==> src/rtl/sym_stats_collector.sv <==
// rtl/sym_stats_collector.sv - saturating statistics over the symmetry detector result stream
module sym_stats_collector #(
  parameter int WORD_W     = 8,
  parameter int MM_W       = 3,
  parameter int CNT_W      = 16,
  parameter int RUN_W      = 8,
  parameter int RUN_THRESH = 4
) (
  input  logic             clk,
  input  logic             rst,
  input  logic             in_valid,
  output logic             in_ready,
  input  logic             in_sym,
  input  logic [MM_W-1:0]  in_mismatch,
  input  logic             clear,
  input  logic             freeze,
  input  logic [3:0]       rd_sel,
  output logic [CNT_W-1:0] rd_data,
  output logic             streak_flag
);

  localparam int HALF  = WORD_W / 2;
  localparam int NBINS = HALF + 1;
  localparam logic [MM_W-1:0]  MM_MAX = MM_W'(HALF);
  localparam logic [RUN_W-1:0] THRESH = RUN_W'(RUN_THRESH);

  typedef enum logic [1:0] {S_RUN, S_HOLD, S_CLR} state_t;

  state_t state, state_nxt;

  logic [CNT_W-1:0] total_cnt, sym_cnt, err_cnt;
  logic [CNT_W-1:0] hist [NBINS];
  logic [RUN_W-1:0] cur_run, max_run, cur_run_nxt;
  logic [CNT_W-1:0] rd_mux;
  logic             accept, malformed;

  function automatic logic [CNT_W-1:0] sat_inc(input logic [CNT_W-1:0] v);
    return (v == '1) ? v : v + CNT_W'(1);
  endfunction

  always_ff @(posedge clk or posedge rst) begin
    if (rst) state <= S_RUN;
    else     state <= state_nxt;
  end

  always_comb begin
    state_nxt = state;
    case (state)
      S_RUN:   if (clear) state_nxt = S_CLR; else if (freeze) state_nxt = S_HOLD;
      S_HOLD:  if (clear) state_nxt = S_CLR; else if (!freeze) state_nxt = S_RUN;
      S_CLR:   state_nxt = freeze ? S_HOLD : S_RUN;
      default: state_nxt = S_RUN;
    endcase
  end

  // clear and freeze outrank a pending beat combinationally, so neither can sneak one in
  assign in_ready  = (state == S_RUN) && !clear && !freeze && !rst;
  assign accept    = in_valid && in_ready;
  assign malformed = (in_mismatch > MM_MAX) || (in_sym != (in_mismatch == '0));

  always_comb begin
    cur_run_nxt = cur_run;
    if (accept) begin
      if (malformed || !in_sym)  cur_run_nxt = '0;
      else if (cur_run != '1)    cur_run_nxt = cur_run + RUN_W'(1);
    end
  end

  always_ff @(posedge clk or posedge rst) begin
    if (rst) begin
      total_cnt   <= '0;
      sym_cnt     <= '0;
      err_cnt     <= '0;
      cur_run     <= '0;
      max_run     <= '0;
      streak_flag <= 1'b0;
      for (int b = 0; b < NBINS; b++) hist[b] <= '0;
    end else if (clear) begin
      total_cnt   <= '0;
      sym_cnt     <= '0;
      err_cnt     <= '0;
      cur_run     <= '0;
      max_run     <= '0;
      streak_flag <= 1'b0;
      for (int b = 0; b < NBINS; b++) hist[b] <= '0;
    end else if (accept) begin
      total_cnt   <= sat_inc(total_cnt);
      cur_run     <= cur_run_nxt;
      streak_flag <= (cur_run_nxt >= THRESH);
      if (malformed) begin
        err_cnt <= sat_inc(err_cnt);
      end else begin
        for (int b = 0; b < NBINS; b++)
          if (in_mismatch == MM_W'(b)) hist[b] <= sat_inc(hist[b]);
        if (in_sym) begin
          sym_cnt <= sat_inc(sym_cnt);
          if (cur_run_nxt > max_run) max_run <= cur_run_nxt;
        end
      end
    end
  end

  always_comb begin
    rd_mux = '0;
    case (rd_sel)
      4'd0:    rd_mux = total_cnt;
      4'd1:    rd_mux = sym_cnt;
      4'd7:    rd_mux = CNT_W'(cur_run);
      4'd8:    rd_mux = CNT_W'(max_run);
      4'd9:    rd_mux = err_cnt;
      default: rd_mux = '0;
    endcase
    for (int b = 0; b < NBINS; b++)
      if (rd_sel == 4'(2 + b)) rd_mux = hist[b];
  end

  // readout runs in every state so a frozen snapshot can be swept
  always_ff @(posedge clk or posedge rst) begin
    if (rst) rd_data <= '0;
    else     rd_data <= rd_mux;
  end

endmodule

==> config.mk <==
export PLATFORM = sky130hd
export DESIGN_NAME = sym_stats_collector
export DESIGN_NICKNAME = d
export VERILOG_FILES = /design/src/rtl/sym_stats_collector.sv
export SDC_FILE = /design/constraint.sdc
export NUM_CORES = 1
export LEC_CHECK = 0
export BUFFER_PORTS_ARGS = -buffer_cell sky130_fd_sc_hd__buf_2
export CORE_ASPECT_RATIO = 0.8
export CORE_MARGIN = 4
export CORE_UTILIZATION = 59
export DETAILED_ROUTE_END_ITERATION = 8
export PLACE_DENSITY = 0.86
export SETUP_SLACK_MARGIN = 0.05
export SLEW_MARGIN = 30
export SYNTH_ARGS = -nofsm -noshare
export SYNTH_HDL_FRONTEND = slang
export SYNTH_SLANG_ARGS = --single-unit
export TNS_END_PERCENT = 100
==> constraint.sdc <==
create_clock -name clk -period 6.54 [get_ports clk]
set_clock_uncertainty 0.1 [all_clocks]
set_input_delay 1.308 -clock clk [delete_from_list [all_inputs] [get_ports clk]]
set_output_delay 1.308 -clock clk [all_outputs]
set_load 0.01 [all_outputs]
## Word level (Yosys, flattened, before mapping)

Index checks and enable logic that the tools add are counted.

- Register bits: 163
- Input port bits: 13
- Output and inout port bits: 18

- Add/sub/neg operators: 9
- $lt $le $gt $ge: 3
- Equality and inequality tests: 36
- Muxes and demuxes: 49
- Reductions and logical operators: 32

Operators by type and width:

| cell | number |
|---|---|
| $mux 16 | 27 |
| $mux 80 | 3 |
| $add 16x1->16 const B | 8 |
| $eq 16x16->1 const B | 8 |
| $mux 8 | 10 |
| $pmux 16 s5 | 1 |
| $reduce_and 4->1 | 7 |
| $ne 2x2->1 const B | 9 |
| $reduce_bool 2->1 | 9 |
| $eq 4x3->1 const B | 4 |
| $add 8x1->8 const B | 1 |
| $eq 4x2->1 const B | 2 |
| $eq 4x4->1 const B | 2 |
| $ge 8x3->1 const B | 1 |
| $gt 8x8->1 | 1 |
| $mux 2 | 4 |
| $ne 8x8->1 const B | 1 |
| $eq 3x2->1 const B | 2 |
| $ne 3x3->1 const B | 2 |
| $pmux 2 s3 | 1 |
| $eq 4x1->1 const B | 1 |
| $logic_and 1x1->1 | 4 |
| $logic_not 1->1 | 4 |
| $logic_not 4->1 | 1 |
| other kinds (12) | 16 |

## Depth between registers and ports, before layout

Gate-level depths: netlist of the first run.

- Word-level depth: 12
- Mapped depth: 13

## Worst setup path before layout of the first run

OpenSTA, ideal clock, no wires.

- Kind: input to register
- Start: in clear
- End: reg max_run[0]
- Setup time: 0.125 ns
- Arrival: 4.045 ns
- Data required time: 6.315 ns
- Setup slack: 2.270 ns
- Stages on the path: 12
- Path buffers: 1
- Cell sequence: or4_1 buf_2 nor2_1 o21ai_0 a32o_1 ha_1 nor2b_1 o21a_1 o21a_1 o21bai_1 a21oi_2 mux2_2

- Longest elaborated chain between the ends: 11

Ends and longest elaborated chain:

| element | line | text |
|---|---|---|
| start: declaration | 15 | `input logic clear,` |
| parallel branches: the longest is 11 deep, another holds $gt 8x8->1 | -- |  |
| end signal: assignment | 97 | `if (cur_run_nxt > max_run) max_run <= cur_run_nxt;` |
| end: declaration | 33 | `logic [RUN_W-1:0] cur_run, max_run, cur_run_nxt;` |

Several ways; the timed one is not identified. The select of a mux whose other input is x is not followed.
A chain may end at the register's enable or synchronous reset.

## Final worst setup path of the first run

Ends and elaborated chain as after synthesis.

==> results of run 1 <==
[sequential cells by signal, summed over array words and instances (netlist names)]
| name | count |
|---|---|
| cur_run | 8 |
| err_cnt | 16 |
| hist | 80 |
| max_run | 8 |
| rd_data | 16 |
| state | 2 |
| streak_flag | 1 |
| sym_cnt | 16 |
| total_cnt | 16 |
[report_power, final]
part	switching, uW	total, uW	internal, uW
Clock	455	1000	546
Combinational	74.4	93.0	18.6
Sequential	2.00	1010	1010
[cell families after synthesis]
group / Yosys count / synth area share (%)
multiplexers: 43 / 4.76
XOR/XNOR: 98 / 9.26
AND/OR/NAND/NOR: 466 / 24.7
adder cells (fa/ha/maj): 17 / 2.29
AO/OA/AOI/OAI: 176 / 11.8
flip-flops: 163 / 44.0
buffers and inverters: 76 / 3.13
[stage by stage]
stage               utilization [%]  total power, uW
floorplan                         -             1100
global placement               62.8             1120
detailed placement             62.9             1120
CTS                            66.7             2110
global route                   66.8             2170
finish                         66.8             2110
[worst max path at each step]
stage | endpoint | depth (start not counted) | slack, ns
2_1_floorplan | cur_run[0]$_DFFE_PP0P_ | 1 | 0.73
5_1_grt | max_run[0]$_DFFE_PP0P_ | 12 | 1.63
3_5_place_dp | max_run[0]$_DFFE_PP0P_ | 12 | 1.40
4_1_cts | max_run[0]$_DFFE_PP0P_ | 12 | 1.85
3_3_place_gp | max_run[6]$_DFFE_PP0P_ | 12 | 1.52
6_report | max_run[0]$_DFFE_PP0P_ | 12 | 1.81
[Yosys cell counts, types with 2 or more instances]
library cell / n
a211o_1: 2
a211oi_1: 10
a21o_1: 3
a21oi_1: 40
a22oi_1: 13
a31oi_1: 4
a32o_1: 4
a32oi_1: 2
a41oi_1: 2
and2_1: 14
and3_1: 19
and4_1: 14
buf_1: 2
buf_2: 4
clkbuf_1: 43
dfrtp_1: 163
ha_1: 17
inv_1: 27
mux2_2: 9
mux2i_1: 34
nand2_1: 76
nand2b_1: 3
nand3_1: 47
nand4_1: 32
nor2_1: 161
nor2b_1: 7
nor3_1: 35
nor3b_1: 6
nor4_1: 19
nor4b_1: 2
o2111ai_1: 2
o211ai_1: 14
o21a_1: 5
o21ai_0: 60
o22ai_1: 2
o31a_1: 2
o31ai_1: 3
or3_1: 21
or4_1: 3
xnor2_1: 61
xor2_1: 37
[per-layer routing]
metal | vias to the layer above | wire, um | global-route usage (%)
li1 | 3691 | - | -
met1 | 3954 | 10500 | 40.5
met2 | 461 | 11300 | 42.9
met3 | 51 | 2510 | 7.74
met4 | 0 | 660 | 9.52
met5 | - | 0 | 0
[area by class of cell]
type | count | area, um^2 | area share [%]
multi-input cells | 800 | 4930 | 48.5
clock buffers | 18 | 439 | 4.32
clock inverters | 14 | 140 | 1.38
flip-flops and latches | 163 | 4080 | 40.1
repair buffers | 36 | 198 | 1.95
well taps | 210 | 263 | 2.59
inverters | 27 | 109 | 1.07
diodes | 1 | 2.50 | 0.0246
==> key figures, run 1 <==
Cells and area
  – Most common cell after layout, fill and taps aside: dfrtp_1
  – Filler cells: about 1200
  – Final instance area: 10200 um^2
  – Final Non-Filler Cells: between 1000 and 1500
  – Nets: about 1100
  – Share of layout cells above drive strength 1: 8.32%
  – Area growth, synth to finish: 9.57%
  – Commonest cells after routing, fill and taps aside: dfrtp_1, nor2_1, nand2_1, xnor2_1, o21ai_0

Synthesis
  – Synth top area cells: dfrtp_1, nor2_1, xnor2_1
  – Synth Net Count: about 1100
  – Yosys cell types: 56
  – Main synth FF type: dfrtp_1
  – Post-synth top area share: between 40% and 50%
  – Ys Warns: 0
  – EDFF count, synth: 0
  – Synth Instances: between 1000 and 1500
  – Top cell type by total area after synthesis: dfrtp_1
  – Avg Inst Size Synth: between 8 and 9 um^2
  – Register area share after synthesis: 44.0%
  – #FFs+latches synth: 163
  – Post-synth ARST share: 100%
  – Mapped Area: between 9000 and 10000 um^2

Clocking
  – Root Driver: clkbuf_16
  – Worst-Skew Late Latency: 0.44 ns
  – H-Tree Depth: 4
  – Clk sinks: 163
  – Clock buffer depth: 2
  – Clk slew on worst S/H paths: ~0.070 ns
  – Setup Fix Bufs, Post-CTS: 0
  – Cts repair resizes: 0
  – Hold_buf cts: 0
  – Inserted Clock Buffers: 17
  – CTS tree: built

Timing
  – Sum of negative setup slack: 0 ns
  – Hold_ws: roughly 0.41 ns
  – Slew HR: a little over a third
  – Final min period: around 4.7 ns
  – Final hold viol count: 0
  – RSZ-0062 raised after global routing: no
  – Post-route setup slack: between 1.5 and 2 ns
  – Worst slew pin tran: 0.950 ns
  – Fmax: approximately 210 MHz
  – Slew Limit Fails: 0
  – Final period util: 72.4%
  – Setup Viol. Count Final: 0

Floorplanning
  – Full die area: approximately 18000 um^2
  – Core footprint: 15200 um^2
  – FP Rows: 40
  – Starting Density: 61.0%
  – Die Width: ~150 um
  – DIE HEIGHT: 120 um
  – IO Count: 31

Power
  – Peak supply drop: 0.171 mV
  – Cell Pwr Density: slightly above 200 nW/um^2
  – Leakage: around 0.0042 uW

Global route
  – Total congestion overflow: 0
  – First-pass GRT wire length: between 40000 and 50000 um
  – Initial antenna violation count: 1
  – Pin count of the biggest net entering global routing: between 100 and 150
  – Vias in the first global route: around 7700
  – GRT Total Usage: approximately 29%

Critical path
  – Top delay family on crit path: simple AND/OR/NAND/NOR gates
  – Register-to-Register Path Depth: 11
  – Reg2Reg Setup Slack: ~2.6 ns
  – Crit path kind: input pin to flop
  – Setup crit start kind: input pin
  – Critical path peak fanout: 62
  – Critical path data arrival time: just under 5 ns
  – Setup crit start: clear
  – WP data required: between 6 and 7 ns
  – CP bufs+invs: 1
  – Crit path cell chain: buf_4 > or4_1 > nor2_1 > o21ai_0 > a32o_1 > ha_1 > nor2b_1 > o21a_1 > o21a_1 > o21bai_1 > a21oi_2 > mux2_2
  – Crit-path slowest cell: or4_1
  – Largest stage delay on the critical path: 0.72 ns
  – Worst R2R Start: state[1]$_DFFE_PP0P_
  – Setup crit end kind: flop
  – Reg2Reg Capture Point: max_run[0]$_DFFE_PP0P_
  – Critical Path Most Common Cell: o21a_1

Detailed routing
  – # DRC: 0
  – DR vias/cell: 6.43
  – Starting DRT DRC Count: 1119
  – Routed length per instance: just under 20 um
  – Antenna-violating nets left: 0
  – DRT Wirelength: roughly 25000 um
  – Via count: 8157
  – Drt pass-1 iters: 6

Flow run
  – Max Cap Viol: 0

Placement
  – Placer Congestion: 1.00
  – Post-DP HPWL: roughly 17000 um
  – Placed instance area: about 9600 um^2
  – DP Cell Count: approximately 1200
  – PortBufs: 30
  – Setup WS pre-CTS: between 1 and 1.5 ns

Min path
  – Worst Min Path Start: state[1]$_DFFE_PP0P_
  – Hold path cells: 1
  – Min-Delay Path Class: flop to flop
  – Hold Path Sink: state[1]$_DFFE_PP0P_

Status
  – Outcome: finished clean
No activity file was read; power rests on OpenSTA's default activity.
==> inputs of run 2 (changes only) <==
--- a/config.mk
+++ b/config.mk
@@ -5,12 +5,13 @@
 export SDC_FILE = /design/constraint.sdc
 export NUM_CORES = 1
 export LEC_CHECK = 0
+export ABC_AREA = 1
 export BUFFER_PORTS_ARGS = -buffer_cell sky130_fd_sc_hd__buf_2
 export CORE_ASPECT_RATIO = 0.8
 export CORE_MARGIN = 4
-export CORE_UTILIZATION = 59
+export CORE_UTILIZATION = 57
 export DETAILED_ROUTE_END_ITERATION = 8
-export PLACE_DENSITY = 0.86
+export PLACE_DENSITY = 0.87
 export SETUP_SLACK_MARGIN = 0.05
 export SLEW_MARGIN = 30
 export SYNTH_ARGS = -nofsm -noshare
==> constraint.sdc (replaced) <==
create_clock -name clk -period 3.8 [get_ports clk]
set_clock_uncertainty 0.1 [all_clocks]
set_input_delay 0.76 -clock clk [delete_from_list [all_inputs] [get_ports clk]]
set_output_delay 0.76 -clock clk [all_outputs]
set_load 0.01 [all_outputs]
==> run 2 against run 1 <==
Net effect:
- first-iteration DRC count up 18%
- hold slack got worse by 0.13 ns
- non-clock buffer count up 7
- via count is 30% higher
- power increased by 81%
- setup slack worse by 1.1 ns
- final area up 15%
- area after synthesis rose by 14%
- synthesized cell count increased by 46%
- largest power group unchanged
==> key figures, run 2 <==
Status
  – Outcome: finished clean

Global route
  – Initial antenna violation count: 1 (unchanged)
  – Met2 GRT Util: 42.3% (-0.57 points)
  – Vias in the first global route: 9359 (+22%)
  – Pin count of the biggest net entering global routing: 153 (+32%)
  – Most Crowded Layer GR: met1
  – GRT Total Usage: 30.0% (+1.4 points)
  – Met3 GRT Util: 6.92% (-0.82 points)
  – Total congestion overflow: 0 (unchanged)
  – Met1 usage: 45.8% (+5.2 points)
  – First-pass GRT wire length: 49700 um (+23%)

Timing
  – Final hold viol count: 0 (unchanged)
  – Slew Limit Fails: 0 (unchanged)
  – Final min period: 3.09 ns
  – Setup Viol. Count Final: 0 (unchanged)
  – Final period util: roughly four fifths
  – Slew HR: 37.8% (+1.3 points)
  – Fmax: about 320 MHz
  – Worst slew pin tran: 0.933 ns (-0.0177 ns)
  – Sum of negative setup slack: 0 ns (unchanged)
  – RSZ-0062 raised after global routing: no
  – Post-route setup slack: 0.713 ns (-1.09 ns)

Cells and area
  – Commonest cells after routing, fill and taps aside: nand2_1, nor2_1, dfrtp_1, inv_1, nand3_1
  – FF/Latch Area: 4080 um^2 (unchanged)
  – N_diodes: 0 (-1)
  – Filler cells: 1582 (+30%)
  – Area growth, synth to finish: 9.89%
  – Multi-input logic area: 5830 um^2 (+18%)
  – Most common cell after layout, fill and taps aside: nand2_1
  – Most flop-heavy register: hist
  – Share of layout cells above drive strength 1: 8.84% (+0.53 points)
  – Nets: 1566 (+46%)
  – Max FFs per register: 80 (unchanged)
  – Final Core Density: 63.9% (-2.8 points)
  – Final Non-Filler Cells: 1802 (+42%)

Floorplanning
  – Die Width: 160 um (+8.3%)
  – FP Rows: 44 (+10%)
  – Core footprint: 18200 um^2 (+20%)
  – DIE HEIGHT: 130 um (+8.2%)
  – Full die area: 20900 um^2 (+17%)
  – Starting Density: 58.2% (-2.8 points)
  – IO Count: 31 (unchanged)

Synthesis
  – Synth top area cells: dfrtp_1, nand2_1, nor2_1
  – Synth Instances: 1514 (+46%)
  – Post-synth top area share: 38.5% (-5.5 points)
  – EDFF count, synth: 0 (unchanged)
  – Top cell type by total area after synthesis: dfrtp_1
  – Cell with the most instances after synthesis: nand2_1
  – Synth Net Count: 1544 (+44%)
  – Register area share after synthesis: 38.5% (-5.5 points)
  – Mapped Area: 10600 um^2 (+14%)
  – Main synth FF type: dfrtp_1
  – #FFs+latches synth: 163 (unchanged)
  – Yosys cell types: 43 (-23%)
  – Avg Inst Size Synth: 7.00 um^2 (-22%)
  – Ys Warns: 0 (unchanged)
  – Post-synth ARST share: 100% (unchanged)
  – Top post-synthesis cells by count: nand2_1, nor2_1, dfrtp_1

Clocking
  – Clk slew on worst S/H paths: 0.07 ns (about the same)
  – Inserted Clock Buffers: 17 (unchanged)
  – Clk sinks: 163 (unchanged)
  – Clock buffer depth: 2 (unchanged)
  – Hold_buf cts: 0 (unchanged)
  – Setup Fix Bufs, Post-CTS: 0 (unchanged)
  – Root Driver: clkbuf_16
  – Cts repair resizes: 0 (unchanged)
  – H-Tree Depth: 4 (unchanged)
  – CTS tree: built
  – Worst-Skew Late Latency: 0.44 ns (about the same)

Power
  – Cell Pwr Density: 327 nW/um^2 (+57%)
  – Peak supply drop: 0.234 mV (+37%)
  – Leakage: 0.00527 uW (+25%)

Placement
  – DP Cell Count: 1770 (+43%)
  – Placer Congestion: 1.03 (+3.4%)
  – Setup WS pre-CTS: 0.346 ns (-1.06 ns)
  – Post-DP HPWL: 22600 um (+31%)
  – PortBufs: 30 (unchanged)

Critical path
  – Crit path kind: flop to flop
  – Critical path data arrival time: 3.30 ns (-1.66 ns)
  – Setup crit end kind: flop
  – Setup crit start kind: flop
  – Critical path peak fanout: 13 (-79%)
  – WP data required: 4.02 ns (-2.75 ns)

Detailed routing
  – DRT Wirelength: 31000 um (+24%)
  – Antenna-violating nets left: 0 (unchanged)
  – DR vias/cell: 5.88 (-8.5%)
  – Drt pass-1 iters: 6 (unchanged)
  – Via count: 10600 (+30%)
  – # DRC: 0 (unchanged)
  – Routed length per instance: 17.2 um (-12%)
  – Starting DRT DRC Count: 1316 (+18%)

Flow run
  – Max Cap Viol: 0 (unchanged)

Min path
  – Min-Delay Path Class: input pin to asynchronous set/reset pin
## run 2: cell types whose count changed after synthesis, sizes merged, moves of 27 or more
cell | before | now
inv | 27 | 151
xor2 | 37 | 71
o21ai | 60 | 105
clkbuf | 43 | 15
nand3 | 47 | 119
nor3 | 36 | 63
mux2i | 34 | 0
xnor2 | 61 | 12
nand2 | 76 | 476
## run 2: kinds of logic after synthesis
family	Yosys count	share of synthesized area, %
compound gates	152	8.02
flops	163	38.5
xor+xnor	83	6.86
buf+inv	191	7.47
fa+ha+maj	17	2.01
simple gates	908	37.2
## run 2: metrics by stage
stage	power (uW)	area [um^2]	hold slack, ns
floorplan	2020	10800	0.321
global placement	2090	11100	0.336
detailed placement	2100	11100	0.347
CTS	3810	11700	0.288
global route	3930	11700	0.304
finish	3810	11700	0.277
## run 2: worst max-delay path, stage by stage (launching register included)
cell and delay (ns):
dfrtp_1 0.46, ha_1 0.27, nand2_1 0.10, nor2_1 0.06
nand2_1 0.21, inv_1 0.08, nor2_1 0.14, nand2_1 0.07
nand2_1 0.08, inv_1 0.07, ha_1 0.28, nand2_1 0.06
or2_4 0.22, nand2_1 0.06, a21oi_1 0.04, nor2_1 0.22
nor2_1 0.08, buf_4 0.21, inv_1 0.08, o21ai_1 0.06
## run 2: worst paths after layout
check                                        from  slack (ns)                      to  cells after the start
max reg2reg                cur_run[0]$_DFFE_PP0P_        0.71  max_run[5]$_DFFE_PP0P_                     19
min in group clk             state[0]$_DFFE_PP0P_        0.35    state[0]$_DFFE_PP0P_                      1
max                        cur_run[0]$_DFFE_PP0P_        0.71  max_run[5]$_DFFE_PP0P_                     19
max in group asynchronous                     rst        2.46    hist[10]$_DFFE_PP0P_                      3
min reg2reg                  state[0]$_DFFE_PP0P_        0.35    state[0]$_DFFE_PP0P_                      1
min                                           rst        0.28    state[0]$_DFFE_PP0P_                      3
## run 2: cell type report
type	count	area share [%]
Timing Repair Buffer	43	2.23
Sequential cell	163	35.0
Clock buffer	18	3.77
Clock inverter	14	1.21
Inverter	151	5.03
Multi-Input combinational cell	1160	50.0
Tap cell	253	2.72
## run 2: power by group
part           switching, uW  internal (uW)  leakage, uW
clock                    795            940     0.000285
sequential              38.9           1760      0.00227
combinational            203           68.3      0.00272
total                   1040           2770      0.00527
## run 2: per-layer routing
metal,vias to the layer above,routed length (um)
met5,-,18
met3,73,3960
li1,4960,-
met2,636,12900
met4,2,796
met1,4931,13300
